===== config.mk =====
export PLATFORM = sky130hd
export DESIGN_NAME = bin2bcd_seq
export DESIGN_NICKNAME = d
export VERILOG_FILES = /design/src/rtl/bin2bcd_seq.sv
export SDC_FILE = /design/constraint.sdc
export NUM_CORES = 1
export LEC_CHECK = 0
export BUFFER_PORTS_ARGS = -buffer_cell sky130_fd_sc_hd__buf_2
export CORE_ASPECT_RATIO = 0.5
export CORE_MARGIN = 1.5
export CORE_UTILIZATION = 45
export CTS_BUF_LIST = sky130_fd_sc_hd__clkbuf_4 sky130_fd_sc_hd__clkbuf_8 sky130_fd_sc_hd__clkbuf_16
export CTS_CLUSTER_SIZE = 30
export DETAILED_ROUTE_END_ITERATION = 16
export PLACE_DENSITY = 0.69
export SYNTH_ARGS = -nofsm -noshare
export SYNTH_HDL_FRONTEND = slang
export SYNTH_SLANG_ARGS = --single-unit

===== constraint.sdc =====
create_clock -name clk -period 2.1 [get_ports clk]
set_clock_uncertainty 0.2 [all_clocks]
set_input_delay 0.315 -clock clk [delete_from_list [all_inputs] [get_ports clk]]
set_output_delay 0.315 -clock clk [all_outputs]
set_load 0.05 [all_outputs]

===== src/rtl/bin2bcd_seq.sv =====
// Sequential binary-to-BCD converter using shift-add-3, one input bit per clock.
// Handshaked on both sides; flags overflow (optionally saturating to all 9s)
// and reports a leading-zero blank mask for the display path.
//
// state | meaning
// IDLE  | waiting for a value, in_ready high
// CONV  | shifting one binary bit per cycle into the BCD accumulator
// DONE  | result presented with out_valid, held until out_ready
module bin2bcd_seq #(
  parameter int BIN_W  = 14,
  parameter int DIGITS = 4,
  parameter int SAT    = 1
) (
  input  logic                  clk,
  input  logic                  rst_n,
  input  logic                  in_valid,
  output logic                  in_ready,
  input  logic [BIN_W-1:0]      bin_in,
  output logic                  out_valid,
  input  logic                  out_ready,
  output logic [4*DIGITS-1:0]   bcd_out,
  output logic                  ovf,
  output logic [DIGITS-1:0]     blank
);

  function automatic logic [63:0] pow10(input int n);
    logic [63:0] r;
    r = 64'd1;
    for (int i = 0; i < n; i++) r = r * 64'd10;
    return r;
  endfunction

  // Largest representable decimal value; the compare is wide enough for both operands.
  localparam logic [63:0] MAX_DEC = pow10(DIGITS) - 64'd1;
  localparam int DEC_W = $clog2(pow10(DIGITS));
  localparam int CMP_W = (BIN_W > DEC_W) ? BIN_W : DEC_W;
  localparam logic [CMP_W-1:0] MAX_CMP = MAX_DEC[CMP_W-1:0];
  localparam int CNT_W = $clog2(BIN_W + 1);

  typedef enum logic [1:0] {IDLE, CONV, DONE} state_t;

  state_t                state_q, state_d;
  logic [BIN_W-1:0]      shift_q, shift_d;
  logic [4*DIGITS-1:0]   acc_q, acc_d;
  logic [CNT_W-1:0]      cnt_q, cnt_d;
  logic                  ovf_pend_q, ovf_pend_d;
  logic [4*DIGITS-1:0]   bcd_q, bcd_d;
  logic                  ovf_q, ovf_d;
  logic [DIGITS-1:0]     blank_q, blank_d;

  logic [CMP_W-1:0]      bin_ext;
  logic [4*DIGITS-1:0]   acc_adj;
  logic [4*DIGITS-1:0]   acc_shift;
  logic [4*DIGITS-1:0]   res_bcd;
  logic [DIGITS-1:0]     res_blank;
  logic                  hi_zero;

  assign bin_ext   = CMP_W'(bin_in);
  assign in_ready  = (state_q == IDLE);
  assign out_valid = (state_q == DONE);
  assign bcd_out   = bcd_q;
  assign ovf       = ovf_q;
  assign blank     = blank_q;

  // One double-dabble step: correct digits >= 5, then shift the next binary bit in.
  // The carry out of the top digit is dropped, which leaves the value mod 10^DIGITS.
  always_comb begin
    acc_adj = acc_q;
    for (int i = 0; i < DIGITS; i++) begin
      if (acc_q[4*i +: 4] >= 4'd5) acc_adj[4*i +: 4] = acc_q[4*i +: 4] + 4'd3;
    end
    acc_shift = (4*DIGITS)'({acc_adj, shift_q[BIN_W-1]});
  end

  // Final result selection and leading-zero mask; digit 0 is never blanked.
  always_comb begin
    res_bcd   = ((SAT != 0) && ovf_pend_q) ? {DIGITS{4'h9}} : acc_shift;
    res_blank = '0;
    hi_zero   = 1'b1;
    for (int i = DIGITS - 1; i >= 1; i--) begin
      hi_zero      = hi_zero && (res_bcd[4*i +: 4] == 4'd0);
      res_blank[i] = hi_zero;
    end
  end

  // Next-state and datapath updates for the converter FSM.
  always_comb begin
    state_d    = state_q;
    shift_d    = shift_q;
    acc_d      = acc_q;
    cnt_d      = cnt_q;
    ovf_pend_d = ovf_pend_q;
    bcd_d      = bcd_q;
    ovf_d      = ovf_q;
    blank_d    = blank_q;
    case (state_q)
      IDLE: begin
        if (in_valid) begin
          shift_d    = bin_in;
          acc_d      = '0;
          cnt_d      = CNT_W'(BIN_W);
          ovf_pend_d = (bin_ext > MAX_CMP);
          state_d    = CONV;
        end
      end
      CONV: begin
        shift_d = shift_q << 1;
        acc_d   = acc_shift;
        cnt_d   = cnt_q - CNT_W'(1);
        if (cnt_q == CNT_W'(1)) begin
          bcd_d   = res_bcd;
          ovf_d   = ovf_pend_q;
          blank_d = res_blank;
          state_d = DONE;
        end
      end
      DONE: begin
        if (out_ready) state_d = IDLE;
      end
      default: state_d = IDLE;
    endcase
  end

  // State and datapath registers; reset discards any conversion in flight.
  always_ff @(posedge clk or negedge rst_n) begin
    if (!rst_n) begin
      state_q    <= IDLE;
      shift_q    <= '0;
      acc_q      <= '0;
      cnt_q      <= '0;
      ovf_pend_q <= 1'b0;
      bcd_q      <= '0;
      ovf_q      <= 1'b0;
      blank_q    <= '0;
    end else begin
      state_q    <= state_d;
      shift_q    <= shift_d;
      acc_q      <= acc_d;
      cnt_q      <= cnt_d;
      ovf_pend_q <= ovf_pend_d;
      bcd_q      <= bcd_d;
      ovf_q      <= ovf_d;
      blank_q    <= blank_d;
    end
  end

endmodule


==> results of run 1 <==
-- Yosys cell counts (2+ instances only) --
master                     instances
sky130_fd_sc_hd__nor2_1            9
sky130_fd_sc_hd__nand3_1          13
sky130_fd_sc_hd__a22oi_1          13
sky130_fd_sc_hd__a31oi_1           2
sky130_fd_sc_hd__dfrtp_1          57
sky130_fd_sc_hd__o21ai_1          10
sky130_fd_sc_hd__nand2b_1          6
sky130_fd_sc_hd__nand2_1          50
sky130_fd_sc_hd__xnor2_1           4
sky130_fd_sc_hd__nor3b_2           2
sky130_fd_sc_hd__o31ai_1           2
sky130_fd_sc_hd__inv_1            11
sky130_fd_sc_hd__nor3_1            4
sky130_fd_sc_hd__a21oi_1          14
sky130_fd_sc_hd__o21ai_0          31
sky130_fd_sc_hd__buf_2             5
sky130_fd_sc_hd__and2_1            2
sky130_fd_sc_hd__clkbuf_1         10
sky130_fd_sc_hd__nor3b_1           5
sky130_fd_sc_hd__a211oi_1          2
sky130_fd_sc_hd__nor2b_1           2
sky130_fd_sc_hd__ha_1             10
sky130_fd_sc_hd__mux2_2            5
-- how the worst max path moves through the flow --
stage | end | start
3_5_place_dp | blank[1] | acc_q[8]
4_1_cts | blank[1] | acc_q[8]
5_1_grt | blank[1] | acc_q[4]
2_1_floorplan | shift_q[0] | state_q[0]
6_report | blank[1] | acc_q[4]
3_3_place_gp | blank[1] | acc_q[4]
-- timing repair --
item	CTS	global route
hold buffers	3	0
gates resized for setup	4	9
setup endpoints to repair	2	2
setup buffers	1	1
hold endpoints to repair	20	0
pin swaps	4	2
gates cloned	0	0
-- state kept, by name (all words and copies together), names as in the netlist --
name	flops
shift_q	14
acc_q	16
blank	3
state_q	2
bcd_out	16
ovf	1
ovf_pend_q	1
cnt_q	4
-- kinds of logic after synthesis --
kind of cell / synth area share [%]
AND/OR/NAND/NOR: 18.9
AO/OA/AOI/OAI: 17.3
flip-flops: 51.0
buffers and inverters: 4.12
adder cells (fa/ha/maj): 4.48
multiplexers: 2.78
XOR/XNOR: 1.25
other: 0.134
-- critical path: cells and delay by family (launching register included) --
family,cells,cell delay [ps]
fa+ha+maj,1,210
buf+inv,1,110
simple gates,2,240
mux,1,360
flops,1,410
compound gates,2,410
-- placed cells by master (no fill, tap or decap), drive strengths merged --
cell type	Yosys	routed
clkbuf	10	14
nor4b	1	1
ha	10	10
o211ai	1	1
nor4	2	2
mux2	6	6
clkinv	0	2
inv	11	11
dfrtp	57	57
a211o	1	1
nor2	10	10
a21oi	15	15
nand2	51	51
a211oi	2	2
nand3b	1	1
mux2i	1	1
conb	1	1
or2	1	1
and3	1	1
o31ai	2	2
and2	2	2
xnor2	4	4
dlygate4sd3	0	3
buf	7	51
o21ai	41	41
nor3b	8	8
a31oi	2	2
nor3	4	4
a32o	1	1
nand2b	7	7
nor2b	2	2
a2111oi	1	1
o311ai	1	1
a22oi	13	13
nand3	13	13
-- per-layer routing --
metal / vias to the layer above / wire [µm] / share of wire, %
li1: 1110 / - / -
met1: 1092 / 2690 / 44
met2: 47 / 2990 / 49
met3: 6 / 269 / 4.4
met4: 0 / 95 / 1.6
met5: - / 0 / 0
-- stage by stage --
| step | power (mW) | util [%] | instances | setup TNS (ps) | setup slack [ps] |
|---|---|---|---|---|---|
| finish | 6.40 | 58.3 | 431 | 0 | 46.1 |
| global route | 6.86 | 58.3 | 431 | -15.8 | -15.8 |
| CTS | 6.28 | 57.3 | 430 | 0 | 2.57 |
| detailed placement | 4.82 | 51.6 | 410 | -76.0 | -55.6 |
| global placement | 4.67 | 51.6 | 410 | 0 | 77.7 |
| floorplan | 4.08 | - | 290 | 0 | 6.84 |
-- power groups by stage --
stage / registers (mW) / logic (mW) / clock network [mW]
after floorplan: 2.40 / 1.67 / 0
final: 1.97 / 3.02 / 1.40
after global placement: 1.95 / 2.72 / 0
after CTS: 1.96 / 2.89 / 1.43
after global routing: 2.05 / 3.33 / 1.48
after detailed placement: 1.98 / 2.84 / 0
-- cell type report --
class / count / area (µm²)
Tap cell: 88 / 110
Multi-Input combinational cell: 205 / 1310
Timing Repair Buffer: 54 / 328
Clock inverter: 2 / 10.0
Sequential cell: 57 / 1430
Clock buffer: 14 / 288
Inverter: 11 / 41.3
Fill cell: 515 / 2510
==> flow_summary.ini, run 1 <==
[logic_synthesis]
synth.yosys.seq_area_share_pct = 51.0
post-synth-top-area-fraction_pct = 51.0
number_of_flops_mapped_to_enable_cells_by_yosys = 0
synthesis.area_mm2 = 0.00280
synth_top_cell_by_area = sky130_fd_sc_hd__dfrtp_1
yosys-top-cells-area = sky130_fd_sc_hd__dfrtp_1 (51%), sky130_fd_sc_hd__nand2_1 (6.7%), sky130_fd_sc_hd__o21ai_0 (5.6%)
syn_inst = 290
yosys_warnings = 0
postSynthAreaPerCell_um2 = 9.64
syn-num-nets = 318
number_of_register_bits_inferred_by_synthesis = 57
ys_async_sr_fraction_pct = 100
ys_types = 44
ys_dominant_reg_cell = sky130_fd_sc_hd__dfrtp_1

[timing]
period_share_pct = 97.8
hold-worst-slack_ps = 12.5
final-setup-viol-count = 0
finalCriticalPeriod_ps = 2050
fmax_mhz = 487
timing_max_transition_violations_final = 0
final-hold-violation-count = 0
relSlewSlack_pct = 64.9
slew_of_the_pin_with_the_lowest_slew_margin_ps = 525

[run_status]
outcome = finished clean

[critical_path]
r2r-start = acc_q[4]
regToRegEndpoint = blank[1]
crit_path_start_kind = flop
crit_chain = inv_1 > ha_2 > nand2b_1 > a21oi_2 > mux2_2 > and3_1 > a32o_2
critPathSlowestCell = sky130_fd_sc_hd__dfrtp_1
worst_r2r_path_depth = 7
crit_required_ps = 2110
worst_setup_path_end_kind = flop
critical_path_peak_fanout = 4
crit_path_max_incr_delay_ps = 410
timing.reg2reg.setup_slack_ps = 50
cp_data_arrival_time_ps = 2060
timing_worst_setup_path_type = reg2reg

[grt]
grt_use_met1_pct = 23.5
global_route_wire_length_before_repair_um = 9990
grt_antenna_before_repair = 0
gr-usage-met3_pct = 7.62
gr-total-overflow = 0
track_usage_pct = 19.9
grt_most_used_layer = met2
pin_count_of_the_biggest_net_entering_global_routing = 40
gr-usage-met2_pct = 33.9
grt_pass1_vias = 2123

[routing]
aggregate_routed_wire_length_um = 6050
firstDrtPassIters = 4
vias = 2255
drt.antenna.violating_nets = 0
routed_via_density = 5.23
wire_per_inst_um = 14.0
drc = 0
initialDrtViolationCount = 126

[worst_hold_path]
hold_path_class = in2reg
timing.hold.worst_path_depth = 3
min_from = bin_in[2]
worst_hold_path.endpoint = shift_q[2]

[cts]
cts_made_buffers = 9
cts_htree_levels = 3
insertion_delay_ps = 320
clk_transition_reported_paths_ps = 50
tritoncts = done
clockRootBuffer = sky130_fd_sc_hd__clkbuf_16
cts.sink_count = 57
clock_tree.buffer_depth = 2

[floorplan]
die_area_mm2 = 0.00672
io_pins = 41
start_util_pct = 46.3
die_height_um = 58.7
placement_rows = 20
core_area_mm2 = 0.00603
floorplan.die.width_um = 114

[place]
placed_area_mm2 = 0.00311
numPortBuffers = 39
place.detailed.hpwl_um = 4140
place_congestion = 0.790

[layout]
final_std_cell_area_no_fill_mm2 = 0.00352
layout-drive-gt1-share_pct = 26.5
syn_to_final_growth_pct = 25.9
n_antenna_cell = 0
layout.nets = 366

[pwr]
switching_share_pct = 43.5
power_density_mw_per_mm2 = 1820
p_clk_share_pct = 21.9
seqPwrFrac_pct = 30.9
power.static_leakage_nw = 1.66
intPower_mw = 3.61
power.net_switching_mw = 2.78
power_frac_comb_pct = 47.3
peakVddDrop_mv = 0.647

[run]
maxcap_violations = 0
No activity file was read; power rests on OpenSTA's default activity.
==> run 2, diff against run 1 <==
CTS_BUF_LIST = sky130_fd_sc_hd__clkbuf_2 sky130_fd_sc_hd__clkbuf_4 sky130_fd_sc_hd__clkbuf_8   (was sky130_fd_sc_hd__clkbuf_4 sky130_fd_sc_hd__clkbuf_8 sky130_fd_sc_hd__clkbuf_16)
==> run 2 against run 1 <==
Compared with the run above:
- fmax up 1.9%
- sequential power about the same
- worst hold slack better by 8.3 ps
- critical endpoint is now blank[2]
- combinational power about the same
- final area down 0.96%
- cell count up 1.9%
- non-clock buffer count up 8
- clock power down 29%
- critical path depth unchanged
- first-iteration DRC count down 7.1%
- critical path type unchanged
==> flow_summary.ini, run 2 (synthesis gave the netlist of run 1 again) <==
[cts]
clockRootBuffer = sky130_fd_sc_hd__clkbuf_8
insertion_delay_ps = 330
clock_tree.buffer_depth = 2
tritoncts = done
cts_htree_levels = 3
cts_made_buffers = 9
clk_transition_reported_paths_ps = 70
cts.sink_count = 57

[critical_path]
worst_r2r_path_depth = 7
timing_worst_setup_path_type = reg2reg
crit_path_max_incr_delay_ps = 390
r2r-start = acc_q[13]
critPathSlowestCell = sky130_fd_sc_hd__dfrtp_1
worst_setup_path_end_kind = flop
cp_data_arrival_time_ps = 2040
regToRegEndpoint = blank[2]
crit_required_ps = 2120
worst_setup_path_endpoint = blank[2]
timing.reg2reg.setup_slack_ps = 80
crit_path_start = acc_q[13]
crit_chain = inv_1 > ha_1 > nand2b_2 > a21oi_4 > mux2i_4 > nor4_4 > mux2_1
critical_path_peak_fanout = 4
crit_path_start_kind = flop

[timing]
final-setup-viol-count = 0
period_share_pct = 96.0
final-hold-violation-count = 0
relSlewSlack_pct = 64.8
finalCriticalPeriod_ps = 2020
timing_max_transition_violations_final = 0
slew_of_the_pin_with_the_lowest_slew_margin_ps = 526
fmax_mhz = 496

[layout]
n_antenna_cell = 0
finish.utilization_pct = 57.8
layout.nets = 374
mostFrequentLayoutCell = sky130_fd_sc_hd__dfrtp_1
layout-drive-gt1-share_pct = 26.8
syn_to_final_growth_pct = 24.7
fillerInstances = 520
leading_cell_types_in_the_layout_fill_and_taps_excluded = sky130_fd_sc_hd__dfrtp_1 (56), sky130_fd_sc_hd__nand2_1 (50), sky130_fd_sc_hd__buf_2 (39)

[pwr]
peakVddDrop_mv = 0.609
power.static_leakage_nw = 1.64
fin_total_pwr_mw = 5.99
power_density_mw_per_mm2 = 1720

[grt]
track_usage_pct = 19.9
pin_count_of_the_biggest_net_entering_global_routing = 40
grt_antenna_before_repair = 0
gr-total-overflow = 0
grt_pass1_vias = 2153
global_route_wire_length_before_repair_um = 10100

[floorplan]
start_util_pct = 46.3
die_area_mm2 = 0.00672
floorplan.die.width_um = 114
placement_rows = 20
core_area_mm2 = 0.00603
die_height_um = 58.7
io_pins = 41

[run_status]
outcome = finished clean

[run]
maxcap_violations = 0

[routing]
initialDrtViolationCount = 117
drc = 0
routed_via_density = 5.18
drt.antenna.violating_nets = 0
firstDrtPassIters = 4
aggregate_routed_wire_length_um = 6040
vias = 2274
wire_per_inst_um = 13.8

[place]
place.detailed.hpwl_um = 4140
place_congestion = 0.790
numPortBuffers = 39

[worst_hold_path]
hold_path_class = in2reg
==> run 2: how the worst min path moves through the flow <==
stage | startpoint | endpoint | slack [ps] | cells past startpoint
3_3_place_gp | rst_n | bcd_out[10] | 90 | 1
6_report | bin_in[10] | shift_q[10] | 20 | 3
2_1_floorplan | rst_n | acc_q[0] | -180 | 0
3_5_place_dp | rst_n | acc_q[10] | 90 | 1
5_1_grt | bin_in[9] | shift_q[9] | 30 | 3
4_1_cts | bin_in[10] | shift_q[10] | 3 | 3
==> run 2: metrics by stage <==
step	setup TNS (ps)	cells	setup WS, ps	area [µm²]	hold WS (ps)
after floorplan	0	290	6.84	2800	-181
after global placement	0	410	77.7	3110	86.1
after detailed placement	-76.0	410	-55.6	3110	93.8
final	0	439	84.0	3480	20.9
after CTS	0	437	24.6	3430	3.02
after global routing	-0.861	439	-0.861	3480	25.2
==> run 2: repair_timing <==
item,4_1_cts,5_1_grt
hold buffers,10,0
endpoints found under the hold margin,27,0
cloned,0,0
setup buffers,1,2
endpoints found under the setup margin,2,2
pin swaps,4,3
resized for setup,5,8
==> run 2: worst max-delay path, delay by kind of cell (launching register included) <==
family / cells / cell delay, ps
mux: 2 / 570
flops: 1 / 390
simple gates: 2 / 270
compound gates: 1 / 200
fa+ha+maj: 1 / 180
buf+inv: 1 / 100
==> run 2: routing by layer <==
layer	vias to the layer above	share of wire, %	global-route usage, %
met3	10	4.2	4.94
met2	52	49	34.6
li1	1118	-	-
met5	-	0	0
met4	0	1.7	9.29
met1	1094	45	23.8
==> run 2: area by class of cell <==
| type | count | area, µm² | share of cell area [%] |
|---|---|---|---|
| Clock buffer | 14 | 186 | 5.35 |
| Clock inverter | 2 | 10.0 | 0.287 |
| Inverter | 11 | 41.3 | 1.18 |
| Multi-Input combinational cell | 205 | 1300 | 37.4 |
| Sequential cell | 57 | 1430 | 41.0 |
| Tap cell | 88 | 110 | 3.16 |
| Timing Repair Buffer | 62 | 405 | 11.6 |
==> run 2: power by group <==
| part | leakage [nW] | switching, mW | internal (mW) |
|---|---|---|---|
| clock | 0.106 | 0.422 | 0.567 |
| combinational | 0.816 | 1.92 | 1.12 |
| sequential | 0.723 | 0.384 | 1.58 |
==> run 3, diff against run 2 <==
CORE_ASPECT_RATIO = 0.8   (was 0.5)
HOLD_SLACK_MARGIN = 0.12   (was default)
==> run 3 against run 2 <==
Compared with the run above:
- die area decreased by 0.39%
- worst hold slack improved by 250 ps
- sequential power about the same
- largest cell class unchanged
- combinational power about the same
- via count decreased by 0.57%
==> flow_summary.ini, run 3 (synthesis gave the netlist of run 1 again) <==
[layout]
mostFrequentLayoutCell = sky130_fd_sc_hd__dfrtp_1
leading_cell_types_in_the_layout_fill_and_taps_excluded = sky130_fd_sc_hd__dfrtp_1 (56), sky130_fd_sc_hd__nand2_1 (50), sky130_fd_sc_hd__buf_2 (39)
final_cell_count_without_fillers = 438
n_antenna_cell = 0
final_std_cell_area_no_fill_mm2 = 0.00357
syn_to_final_growth_pct = 27.9
layout.nets = 380
layout-drive-gt1-share_pct = 25.5

[routing]
met2RoutedLength_um = 2680
firstDrtPassIters = 4
aggregate_routed_wire_length_um = 6020
vias = 2261
initialDrtViolationCount = 164
drt.antenna.violating_nets = 0
met3_wirelength_um = 266
met1_length_um = 2970
drc = 0
highest_layer = met4
routed_via_density = 5.16
wire_per_inst_um = 13.7

[place]
place.detailed.hpwl_um = 4130
place_congestion = 0.768
numPortBuffers = 39
place.detailed.instances = 405
placed_area_mm2 = 0.00313

[grt]
grt_antenna_before_repair = 0
pin_count_of_the_biggest_net_entering_global_routing = 58
global_route_wire_length_before_repair_um = 10000
grt_pass1_vias = 2121
track_usage_pct = 19.4
gr-total-overflow = 0

[critical_path]
critical_path_peak_fanout = 4
timing.reg2reg.setup_slack_ps = 60
worst_setup_path_endpoint = blank[1]
crit_required_ps = 2120
critPathSlowestCell = sky130_fd_sc_hd__dfrtp_1
cp_data_arrival_time_ps = 2060
worst_r2r_path_depth = 7
crit_path_start = acc_q[4]
timing_worst_setup_path_type = reg2reg
regToRegEndpoint = blank[1]
worst_setup_path_end_kind = flop
crit_chain = inv_1 > ha_1 > nand2b_1 > a21oi_2 > mux2_2 > and3_1 > a32o_2
crit_path_start_kind = flop
timing.critical_path.max_delay_family = compound AO/OA/AOI/OAI gates
critical_path_depth = 7
crit_path_max_incr_delay_ps = 410
crit_buf_inv = 1
r2r-start = acc_q[4]

[cts]
clockRootBuffer = sky130_fd_sc_hd__clkbuf_8
cts_htree_levels = 3
insertion_delay_ps = 330
clk_transition_reported_paths_ps = 60
clock_tree.buffer_depth = 2
cts.sink_count = 57
cts_made_buffers = 9
tritoncts = done

[run]
maxcap_violations = 0

[floorplan]
die_area_mm2 = 0.00670
io_pins = 41
placement_rows = 25
core_area_mm2 = 0.00594
start_util_pct = 47.0
die_height_um = 73.5
floorplan.die.width_um = 91.1

[run_status]
outcome = finished clean

[worst_hold_path]
hold_path_class = reg2reg

[timing]
fmax_mhz = 490
final-hold-violation-count = 0
relSlewSlack_pct = 62.2
unrepaired_setup_endpoints_after_global_routing = yes
slew_of_the_pin_with_the_lowest_slew_margin_ps = 565
final-setup-viol-count = 0
timing_max_transition_violations_final = 0
finalCriticalPeriod_ps = 2040
period_share_pct = 97.2

[pwr]
intPower_mw = 3.43
power_frac_comb_pct = 49.4
power.net_switching_mw = 2.71
switching_share_pct = 44.1
peakVddDrop_mv = 0.597
fin_total_pwr_mw = 6.13
p_clk_share_pct = 18.6
seqPwrFrac_pct = 32.1
power.static_leakage_nw = 1.69
power_density_mw_per_mm2 = 1720
==> run 3: cell type report <==
| class | instances | area, µm² |
|---|---|---|
| fillers | 504 | 2370 |
| flip-flops and latches | 57 | 1430 |
| multi-input cells | 205 | 1300 |
| repair buffers | 68 | 478 |
| clock buffers | 15 | 200 |
| well taps | 81 | 101 |
| inverters | 11 | 41.3 |
| clock inverters | 1 | 30.0 |
==> run 3: timing repair <==
action / CTS / global route
setup buffers: 0 / 1
hold buffers: 16 / 0
endpoints found under the hold margin: 73 / 0
gates resized for setup: 0 / 9
setup endpoints to repair: 0 / 3
==> run 3: layer usage <==
metal | global-route usage (%) | vias to the layer above
met5 | 0 | -
li1 | - | 1140
met1 | 26.3 | 1062
met2 | 29.2 | 47
met3 | 6.63 | 12
met4 | 6.94 | 0
==> run 3: power groups by stage <==
stage	logic [mW]	registers, mW	clock network [mW]
5_1_grt	3.35	2.03	1.21
6_report	3.03	1.97	1.14
4_1_cts	2.92	1.96	1.17
3_5_place_dp	2.89	1.97	0
3_3_place_gp	2.82	1.96	0
2_1_floorplan	1.67	2.40	0
==> run 3: worst min path at each step <==
stage | startpoint | endpoint | depth (start not counted)
6_report | bcd_out[3] | bcd_out[3] | 2
5_1_grt | bcd_out[3] | bcd_out[3] | 2
4_1_cts | bcd_out[11] | bcd_out[11] | 2
3_5_place_dp | rst_n | bcd_out[14] | 2
3_3_place_gp | rst_n | bcd_out[14] | 2
2_1_floorplan | rst_n | acc_q[0] | 0
==> run 3: stage by stage <==
| stage | setup TNS (ps) | util, % | worst slack (ps) | hold slack (ps) |
|---|---|---|---|---|
| finish | 0 | 60.1 | 59.7 | 275 |
| global route | -13.5 | 60.1 | -12.0 | 299 |
| CTS | 0 | 59.3 | 8.11 | 278 |
| detailed placement | 0 | 52.7 | 5.52 | 140 |
| global placement | 0 | 52.7 | 100 | 139 |
| floorplan | 0 | - | 6.84 | -181 |
==> run 3: worst reg2reg max path, cell delays in order (launching register included) <==
cell	delay (ps)
sky130_fd_sc_hd__dfrtp_1	410
sky130_fd_sc_hd__inv_1	100
sky130_fd_sc_hd__ha_1	190
sky130_fd_sc_hd__nand2b_1	90
sky130_fd_sc_hd__a21oi_2	170
sky130_fd_sc_hd__mux2_2	370
sky130_fd_sc_hd__and3_1	150
sky130_fd_sc_hd__a32o_2	250
